$ cat src/rtl/exe_issue_arbiter.sv
// exe_issue_arbiter: per-cycle unit scheduler for the dual-issue pipe.
// Resolves ALU0/ALU1/BEU/LSU structural hazards for an in-order pair, splits
// conflicting pairs over two cycles and tracks LSU occupancy with credits.
// Optional macro EXE_ARB_ALU_RR_EN: round-robin placement of a lone ALU op.
`ifndef H_EXE_UNIT_WIDTH
`define H_EXE_UNIT_WIDTH 4
`endif
`ifndef H_ALU0
`define H_ALU0 0
`endif
`ifndef H_ALU1
`define H_ALU1 1
`endif
`ifndef H_BEU
`define H_BEU 2
`endif
`ifndef H_LSU
`define H_LSU 3
`endif

module exe_issue_arbiter #(
  parameter int unsigned LSU_CREDITS = 2,
  parameter int unsigned CRED_W      = 3
) (
  input  logic                         clk,
  input  logic                         rst_n,
  input  logic                         inst0_valid_i,
  input  logic [1:0]                   inst0_class_i,
  input  logic                         inst1_valid_i,
  input  logic [1:0]                   inst1_class_i,
  output logic                         pair_ready_o,
  input  logic                         exe_ready_i,
  input  logic                         flush_i,
  input  logic                         lsu_done_i,
  output logic                         iss0_valid_o,
  output logic [`H_EXE_UNIT_WIDTH-1:0] iss0_h_exe_unit_o,
  output logic                         iss1_valid_o,
  output logic [`H_EXE_UNIT_WIDTH-1:0] iss1_h_exe_unit_o,
  output logic [CRED_W-1:0]            lsu_credits_o,
  output logic                         credit_err_o
);

  localparam int unsigned UW = `H_EXE_UNIT_WIDTH;
  localparam logic [1:0] C_ALU = 2'd0;
  localparam logic [1:0] C_BEU = 2'd1;
  localparam logic [1:0] C_LSU = 2'd2;
  localparam logic [CRED_W-1:0] CRED_MAX = CRED_W'(LSU_CREDITS);

  typedef enum logic {ST_PAIR = 1'b0, ST_SECOND = 1'b1} state_t;

  state_t            r_state;
  state_t            w_state_nxt;
  logic [CRED_W-1:0] r_credits;
  logic              r_credit_err;
  logic              r_iss0_valid;
  logic              r_iss1_valid;
  logic [UW-1:0]     r_iss0_unit;
  logic [UW-1:0]     r_iss1_unit;

  logic              w_head_lsu;
  logic              w_stall;
  logic              w_split;
  logic              w_iss0_v;
  logic              w_iss1_v;
  logic              w_alu0;
  logic              w_alu1;
  logic              w_dual_alu;
  logic              w_lsu_issue;
  logic              w_alu_sel;
  logic [UW-1:0]     w_iss0_unit;
  logic [UW-1:0]     w_iss1_unit;

  // Map a unit class to its one-hot execute vector; NONE yields all zeros.
  function automatic logic [UW-1:0] unit_vec(input logic [1:0] cls, input logic alu_hi);
    logic [UW-1:0] v;
    v = '0;
    case (cls)
      C_ALU: begin
        if (alu_hi) v[`H_ALU1] = 1'b1;
        else        v[`H_ALU0] = 1'b1;
      end
      C_BEU:   v[`H_BEU] = 1'b1;
      C_LSU:   v[`H_LSU] = 1'b1;
      default: v = '0;
    endcase
    return v;
  endfunction

  // State register.
  always_ff @(posedge clk or negedge rst_n) begin
    if (!rst_n) r_state <= ST_PAIR;
    else        r_state <= w_state_nxt;
  end

  // Next-state, stall/split decision and pair handshake.
  always_comb begin
    w_state_nxt  = r_state;
    pair_ready_o = 1'b0;
    w_iss0_v     = 1'b0;
    w_iss1_v     = 1'b0;
    w_head_lsu   = (r_state == ST_PAIR) ? (inst0_valid_i && (inst0_class_i == C_LSU))
                                        : (inst1_class_i == C_LSU);
    w_stall      = !exe_ready_i || flush_i || (w_head_lsu && (r_credits == '0));
    w_split      = inst1_valid_i &&
                   (((inst0_class_i == C_BEU) && (inst1_class_i == C_BEU)) ||
                    ((inst0_class_i == C_LSU) && (inst1_class_i == C_LSU)) ||
                    ((inst1_class_i == C_LSU) && (inst0_class_i != C_LSU) && (r_credits == '0)));
    if (!w_stall) begin
      if (r_state == ST_PAIR) begin
        w_iss0_v = inst0_valid_i;
        if (w_split) begin
          w_state_nxt = ST_SECOND;
        end else begin
          w_iss1_v     = inst1_valid_i;
          pair_ready_o = 1'b1;
        end
      end else begin
        w_iss1_v     = 1'b1;
        pair_ready_o = 1'b1;
        w_state_nxt  = ST_PAIR;
      end
    end
    if (flush_i) w_state_nxt = ST_PAIR;
  end

  assign w_alu0      = w_iss0_v && (inst0_class_i == C_ALU);
  assign w_alu1      = w_iss1_v && (inst1_class_i == C_ALU);
  assign w_dual_alu  = w_alu0 && w_alu1;
  assign w_lsu_issue = (w_iss0_v && (inst0_class_i == C_LSU)) ||
                       (w_iss1_v && (inst1_class_i == C_LSU));
  assign w_iss0_unit = unit_vec(inst0_class_i, w_dual_alu ? 1'b0 : w_alu_sel);
  assign w_iss1_unit = unit_vec(inst1_class_i, w_dual_alu ? 1'b1 : w_alu_sel);

`ifdef EXE_ARB_ALU_RR_EN
  logic r_alu_ptr;
  logic w_lone_alu;

  assign w_lone_alu = w_alu0 ^ w_alu1;
  assign w_alu_sel  = r_alu_ptr;

  // Alternate a lone ALU op between ALU0 and ALU1.
  always_ff @(posedge clk or negedge rst_n) begin
    if (!rst_n)          r_alu_ptr <= 1'b0;
    else if (w_lone_alu) r_alu_ptr <= ~r_alu_ptr;
  end
`else
  assign w_alu_sel = 1'b0;
`endif

  // Registered issue vectors, valid for exactly one cycle per decision.
  always_ff @(posedge clk or negedge rst_n) begin
    if (!rst_n) begin
      r_iss0_valid <= 1'b0;
      r_iss1_valid <= 1'b0;
      r_iss0_unit  <= '0;
      r_iss1_unit  <= '0;
    end else begin
      r_iss0_valid <= w_iss0_v;
      r_iss1_valid <= w_iss1_v;
      r_iss0_unit  <= w_iss0_v ? w_iss0_unit : '0;
      r_iss1_unit  <= w_iss1_v ? w_iss1_unit : '0;
    end
  end

  // LSU credit counter; a completion with no op in flight saturates and flags.
  always_ff @(posedge clk or negedge rst_n) begin
    if (!rst_n) begin
      r_credits    <= CRED_MAX;
      r_credit_err <= 1'b0;
    end else begin
      if (w_lsu_issue && !lsu_done_i)
        r_credits <= r_credits - CRED_W'(1);
      else if (lsu_done_i && !w_lsu_issue && (r_credits != CRED_MAX))
        r_credits <= r_credits + CRED_W'(1);
      if (lsu_done_i && (r_credits == CRED_MAX))
        r_credit_err <= 1'b1;
    end
  end

  assign iss0_valid_o      = r_iss0_valid;
  assign iss1_valid_o      = r_iss1_valid;
  assign iss0_h_exe_unit_o = r_iss0_unit;
  assign iss1_h_exe_unit_o = r_iss1_unit;
  assign lsu_credits_o     = r_credits;
  assign credit_err_o      = r_credit_err;

endmodule

$ cat config.mk
export PLATFORM = sky130hd
export DESIGN_NAME = exe_issue_arbiter
export DESIGN_NICKNAME = d
export VERILOG_FILES = /design/src/rtl/exe_issue_arbiter.sv
export SDC_FILE = /design/constraint.sdc
export NUM_CORES = 1
export LEC_CHECK = 0
export ABC_AREA = 1
export BUFFER_PORTS_ARGS = -buffer_cell sky130_fd_sc_hd__buf_2
export CORE_AREA = 2 2 45 47
export CTS_CLUSTER_DIAMETER = 50
export DETAILED_ROUTE_END_ITERATION = 7
export DIE_AREA = 0 0 47 49
export GPL_ROUTABILITY_DRIVEN = 0
export GPL_TIMING_DRIVEN = 1
export PLACE_DENSITY = 0.8
export RECOVER_POWER = 50
export SYNTH_ARGS = -nofsm -noshare
export SYNTH_HDL_FRONTEND = slang
export SYNTH_SLANG_ARGS = --single-unit
$ cat constraint.sdc
create_clock -name clk -period 1.92 [get_ports clk]
set_clock_uncertainty 0.05 [all_clocks]
set_input_delay 0.096 -clock clk [delete_from_list [all_inputs] [get_ports clk]]
set_output_delay 0.096 -clock clk [all_outputs]
set_load 0.1 [all_outputs]
==> results of run 1 <==
-- per-stage QoR --
| step | power [mW] | std cells |
|---|---|---|
| after floorplan | 0.9909 | 91 |
| after global placement | 1.113 | 146 |
| after detailed placement | 1.130 | 146 |
| after CTS | 1.323 | 159 |
| after global routing | 1.424 | 160 |
| final | 1.343 | 160 |
-- cells in the mapped netlist (all sizes together) --
library cell   n  area (um2)
inv           20       75.07
a21o           1       7.510
o21ai          3       15.01
nand2         24       112.6
nand3          7       50.05
nor3           3       15.01
dfstp          1       26.28
nor2          13       58.80
dfrtp         13       325.3
buf            1       7.510
fa             1       20.02
a21oi          2       13.76
conb           1       3.750
nor4           1       6.260
-- registers in the layout (all words and copies together), names as in the netlist --
register,cells
iss0_valid_o,1
r_state,1
lsu_credits_o,3
iss1_h_exe_unit_o,4
credit_err_o,1
iss1_valid_o,1
iss0_h_exe_unit_o,3
-- cells by family after synthesis --
group | after synthesis
AOI/OAI and AO/OA | 6
adders and majority gates | 1
DFF | 14
other | 1
and+or+nand+nor | 48
buffers and inverters | 21
-- what timing repair did --
item / 4_1_cts / 5_1_grt
pin swaps: 8 / 9
hold endpoints to repair: 17 / 0
hold buffers: 4 / 0
endpoints found under the setup margin: 2 / 4
resized for setup: 2 / 4
buffers inserted: 5 / 1
-- area by class of cell --
| class | instances | share of cell area [%] |
|---|---|---|
| Sequential cell | 14 | 33.26 |
| Multi-Input combinational cell | 56 | 30.95 |
| Timing Repair Buffer | 39 | 23.09 |
| Inverter | 20 | 7.159 |
| Tap cell | 27 | 3.118 |
| Clock buffer | 4 | 2.425 |
-- power groups by stage --
| stage | combinational, mW | clock (mW) | sequential [mW] |
|---|---|---|---|
| 3_3_place_gp | 0.692 | 0 | 0.421 |
| 3_5_place_dp | 0.706 | 0 | 0.424 |
| 5_1_grt | 0.801 | 0.189 | 0.434 |
| 6_report | 0.748 | 0.170 | 0.424 |
| 2_1_floorplan | 0.231 | 0 | 0.760 |
| 4_1_cts | 0.727 | 0.173 | 0.423 |
-- worst register-to-register path: stages (launching register included) --
cell and delay, ns:
dfstp_4 0.65, nor3_2 0.04, nand2_1 0.10, nand3_2 0.10, nand2_2 0.09, nand3_2 0.09, nand2_2 0.10, nand2_4 0.05
fa_2 0.51, inv_1 0.04, nand2_1 0.04, o21ai_1 0.06
-- per-layer routing --
metal | vias up | share of wire, % | GRT usage, %
met3 | 5 | 3.4 | 3.704
met2 | 17 | 54 | 29.00
met4 | 0 | 2.0 | 6.944
met5 | - | 0 | 0
li1 | 359 | - | -
met1 | 339 | 41 | 19.15
-- worst paths after layout --
kind | end | slack, ns | depth (start not counted)
setup / recovery | lsu_credits_o[1] | -0.05 | 11
hold / removal | iss0_h_exe_unit_o[0] | 0.02 | 2
setup reg to reg | lsu_credits_o[1] | -0.05 | 11
hold reg to reg | credit_err_o | 0.41 | 1
max in group asynchronous | lsu_credits_o[0] | 0.96 | 2
min in group asynchronous | iss1_h_exe_unit_o[2] | 0.33 | 2
==> out/results.ini, run 1 <==
[placement]
dp_hpwl_um = 1161
port_buffers = 24
dpl_cell_area_um2 = 957.2
dp_slack_ns = -0.03172

[synth]
synthCells = 91
synth-compound-area-share_pct = 4.924
ys_warn_count = 0
ys_ff_latch = 14
synth_top_family_by_area = simple AND/OR/NAND/NOR gates
avgSynthCellArea_um2 = 8.098
syn_nets = 103
synth-simple-area-share_pct = 32.94
synth_area_um2 = 737.0
yosysSeqAreaShare_pct = 47.71
synthMuxAreaShare_pct = 0
synth_xor_area_share_pct = 0
synthAdderAreaFrac_pct = 2.716
yosysUniqueCellTypes = 21

[cells_and_area]
regArea_um2 = 360.3
design_area_um2 = 1084
postLayoutCoreUtil_pct = 58.83
nFillCells = 172
final_nets = 146
final_common_cell = buf_2
syn2layout_area_growth_pct = 47.03
layout_common_cells = buf_2, nand2_1, inv_1
diodes = 0
multi_input_area_um2 = 335.3
drive_above_1_share_pct = 47.37

[global_route]
grt_pass1_wl_um = 2815
grt_max_degree = 15
grt_pass1_vias = 700
grt_overflow_total = 0
antenna_found_initial = 0
grt.total_usage_pct = 16.86

[critical_path]
cpLargestDelayFamily = flip-flops
critPathLaunchType = register
cp_num_buf_inv = 1
cp_data_arrival_time_ns = 2.13
worst_setup_path_end_kind = register
slowest_delay_ns = 0.65
slowest_stage = dfstp_4
timing.rr.start = lsu_credits_o[1]
crit_start = lsu_credits_o[1]
cp_max_fo = 3
worstSetupPathType = register to register
crit_chain = nor3_2, nand2_1, nand3_2, nand2_2, nand3_2, nand2_2, nand2_4, fa_2, inv_1, nand2_1, o21ai_1
required_ns = 2.08

[die]
ioPinCount = 26
die_height_um = 49
die_area_um2 = 2303
rows = 16
die_x_um = 47
core_area_um2 = 1842
start_util_pct = 40.01

[cts]
insertion_delay_ns = 0.28
htreeDepth = 1
cts_buffer_depth = 2
cts_tree = done
cts-root-buf = clkbuf_4
numCtsBuffers = 3
clk_pin_slew_ns = 0.08
clock-sinks = 14

[sta]
min_period_over_period_pct = 102.4
fin_hold_ws_ns = 0.01713
hold_violations = 0
setup_violations = 2
rsz0062_at_grt = yes
fmax_ghz = 0.5087
maxSlewHeadroom_pct = 22.90
slew_viol_final = 0
fin_ws_ns = -0.04584
worst_pin_slew_ns = 1.162
tns_ns = -0.07922
fin_crit_ns = 1.966

[min_path]
hp-start = inst0_class_i[0]
hold_path_class = input pin to register

[route]
drt_first_pass_iters = 4
wl_um = 1692
drc = 0
wl_per_cell_um = 10.58
postRouteAntennaNets = 0
viasPerCell = 4.500
vias = 720
drtIter0Drc = 22

[power_and_ir_drop]
powerDensity_nw_per_um2 = 1239
p_seq_share_pct = 31.6
p_comb_share_pct = 55.7
p_sw_mw = 0.7131
leakage_nw = 0.6057
clkPwrFrac_pct = 12.7
power.internal_mw = 0.6295
switching_share_pct = 53.11
irDropWorstVdd_uv = 648.0

[job]
cap_violations = 0

[outcome]
violations = negative setup slack
status = finished with violations

Note: power is estimated with default switching activity, not from simulation.
==> run 2: changes to the inputs <==
--- a/config.mk
+++ b/config.mk
@@ -7,13 +7,13 @@
 export LEC_CHECK = 0
 export ABC_AREA = 1
 export BUFFER_PORTS_ARGS = -buffer_cell sky130_fd_sc_hd__buf_2
-export CORE_AREA = 2 2 45 47
+export CORE_AREA = 2 2 42 44
 export CTS_CLUSTER_DIAMETER = 50
 export DETAILED_ROUTE_END_ITERATION = 7
-export DIE_AREA = 0 0 47 49
+export DIE_AREA = 0 0 44 46
 export GPL_ROUTABILITY_DRIVEN = 0
 export GPL_TIMING_DRIVEN = 1
-export PLACE_DENSITY = 0.8
+export PLACE_DENSITY = 0.86
 export RECOVER_POWER = 50
 export SYNTH_ARGS = -nofsm -noshare
 export SYNTH_HDL_FRONTEND = slang
==> constraint.sdc (replaced) <==
create_clock -name clk -period 2.5 [get_ports clk]
set_clock_uncertainty 0.05 [all_clocks]
set_input_delay 0.125 -clock clk [delete_from_list [all_inputs] [get_ports clk]]
set_output_delay 0.125 -clock clk [all_outputs]
set_load 0.1 [all_outputs]
==> run 2 against run 1 <==
  * The run now ends clean
  * Core utilization decreased by 1.7 points
  * Routed wire length decreased by 12%
  * Via count decreased by 7.1%
  * Die area decreased by 12%
  * Clock power decreased by 4%
  * Count of clock-buffer cells in the layout unchanged
  * Setup slack improved by 0.42 ns
  * Largest power group unchanged
  * Combinational power decreased by 31%
  * Design area decreased by 15%
==> out/results.ini, run 2 (synthesis gave the netlist of run 1 again) <==
[critical_path]
cp_data_arrival_time_ns = 2.31
worstSetupPathType = register to register
timing.rr.start = lsu_credits_o[1]
r2r-end = lsu_credits_o[2]
required_ns = 2.68
reg2reg_depth = 13
cp_max_fo = 5
worst_setup_path_end_kind = register
reg2reg_slack_ns = 0.37
critPathLaunchType = register

[sta]
slew_viol_final = 0
tns_ns = 0
rsz0062_at_grt = no
fmax_ghz = 0.4694
maxSlewHeadroom_pct = 22.43
fin_ws_ns = 0.3694
worst_pin_slew_ns = 1.169
setup_violations = 0
hold_violations = 0
min_period_over_period_pct = 85.22
fin_crit_ns = 2.131

[die]
ioPinCount = 26
die_height_um = 46
start_util_pct = 45.66
die_area_um2 = 2024
core_area_um2 = 1614
rows = 15
die_x_um = 44

[cells_and_area]
postLayoutCoreUtil_pct = 57.13
layout_common_cells = nand2_1, buf_2, inv_1
syn2layout_area_growth_pct = 25.13
largest_reg_flops = 4
final_nets = 133
diodes = 0
drive_above_1_share_pct = 35.00
design_area_um2 = 922.1

[global_route]
grt_overflow_total = 0
grt_pass1_vias = 606
grt_use_met3_pct = 1.984
antenna_found_initial = 0
grt.total_usage_pct = 15.74
grt_util_met1_pct = 16.87
grt_max_degree = 15
grt_util_met2_pct = 29.12
grt_pass1_wl_um = 2311
top_usage_layer = met2

[route]
postRouteAntennaNets = 0
viasPerCell = 4.883
drc = 0
wl_per_cell_um = 10.86
drt_first_pass_iters = 4
vias = 669
wl_um = 1488
drtIter0Drc = 15

[cts]
clock-sinks = 14
cts-root-buf = clkbuf_4
cts_buffer_depth = 2
cts_tree = done
insertion_delay_ns = 0.28
htreeDepth = 1
numCtsBuffers = 3
clk_pin_slew_ns = 0.08
cts_setup_buffers = 0

[power_and_ir_drop]
clkPwrFrac_pct = 16.6
irDropWorstVdd_uv = 669.9
powerDensity_nw_per_um2 = 1070
power.internal_mw = 0.4548
p_comb_share_pct = 52.4
leakage_nw = 0.5422
switching_share_pct = 53.91
p_seq_share_pct = 31.0
p_sw_mw = 0.5318

[placement]
dp_hpwl_um = 1136
dpl_cell_area_um2 = 874.6
port_buffers = 24
dp_slack_ns = 0.4047

[outcome]
status = finished clean

[min_path]
hold_depth = 2
hp-start = lsu_done_i
min_to = credit_err_o
hold_path_class = input pin to register

[job]
cap_violations = 0

-- run 2: power by group through the flow --
stage	Combinational [mW]	Sequential (mW)	Clock, mW
after global routing	0.548	0.309	0.170
after detailed placement	0.513	0.310	0
after CTS	0.520	0.307	0.166
after global placement	0.501	0.306	0
final	0.517	0.306	0.164
after floorplan	0.167	0.566	0
-- run 2: routing by layer --
layer	up-vias	routed length [um]
met4	0	53
met5	-	0
met3	7	94
met1	304	594
met2	27	745
li1	331	-
-- run 2: area by class of cell --
class / count / area (um2)
fill: 148 / 691.9
sequential: 14 / 352.8
clock buffer: 4 / 36.28
inverter: 20 / 75.07
tap: 17 / 21.27
timing repair buffer: 26 / 131.4
multi-input combinational: 56 / 305.3
-- run 2: worst max path at each step --
stage	from	depth (start not counted)	slack (ns)	end
6_report	lsu_credits_o[1]	13	0.37	lsu_credits_o[2]
5_1_grt	lsu_credits_o[1]	12	0.21	lsu_credits_o[2]
4_1_cts	lsu_credits_o[1]	12	0.38	lsu_credits_o[2]
3_5_place_dp	lsu_credits_o[1]	12	0.40	lsu_credits_o[2]
3_3_place_gp	lsu_credits_o[1]	12	0.49	lsu_credits_o[2]
2_1_floorplan	lsu_credits_o[2]	12	0.03	lsu_credits_o[2]
-- run 2: per-stage QoR --
step / cells / total power, mW / hold WS [ns]
after CTS: 137 / 0.9922 / 0.01417
after global placement: 131 / 0.8073 / -0.02246
final: 137 / 0.9866 / 0.01592
after global routing: 137 / 1.027 / 0.01990
after floorplan: 91 / 0.7333 / -0.2206
after detailed placement: 131 / 0.8223 / -0.01833
-- run 2: worst max-delay path: stages, from the launching register on --
cell and delay [ns]:
dfstp_1 0.54, inv_1 0.09, nand3_1 0.11, a21oi_2 0.04, nor2_2 0.20, nand3_2 0.15, nand2_2 0.10, nand2_4 0.07
fa_1 0.40, inv_1 0.07, nand2_1 0.07, nand2_1 0.08, nand2_1 0.06, nand2_1 0.06
-- run 2: repair_timing --
item | CTS | global route
hold buffers | 2 | 0
gates resized for setup | 0 | 0
hold endpoints to repair | 15 | 0
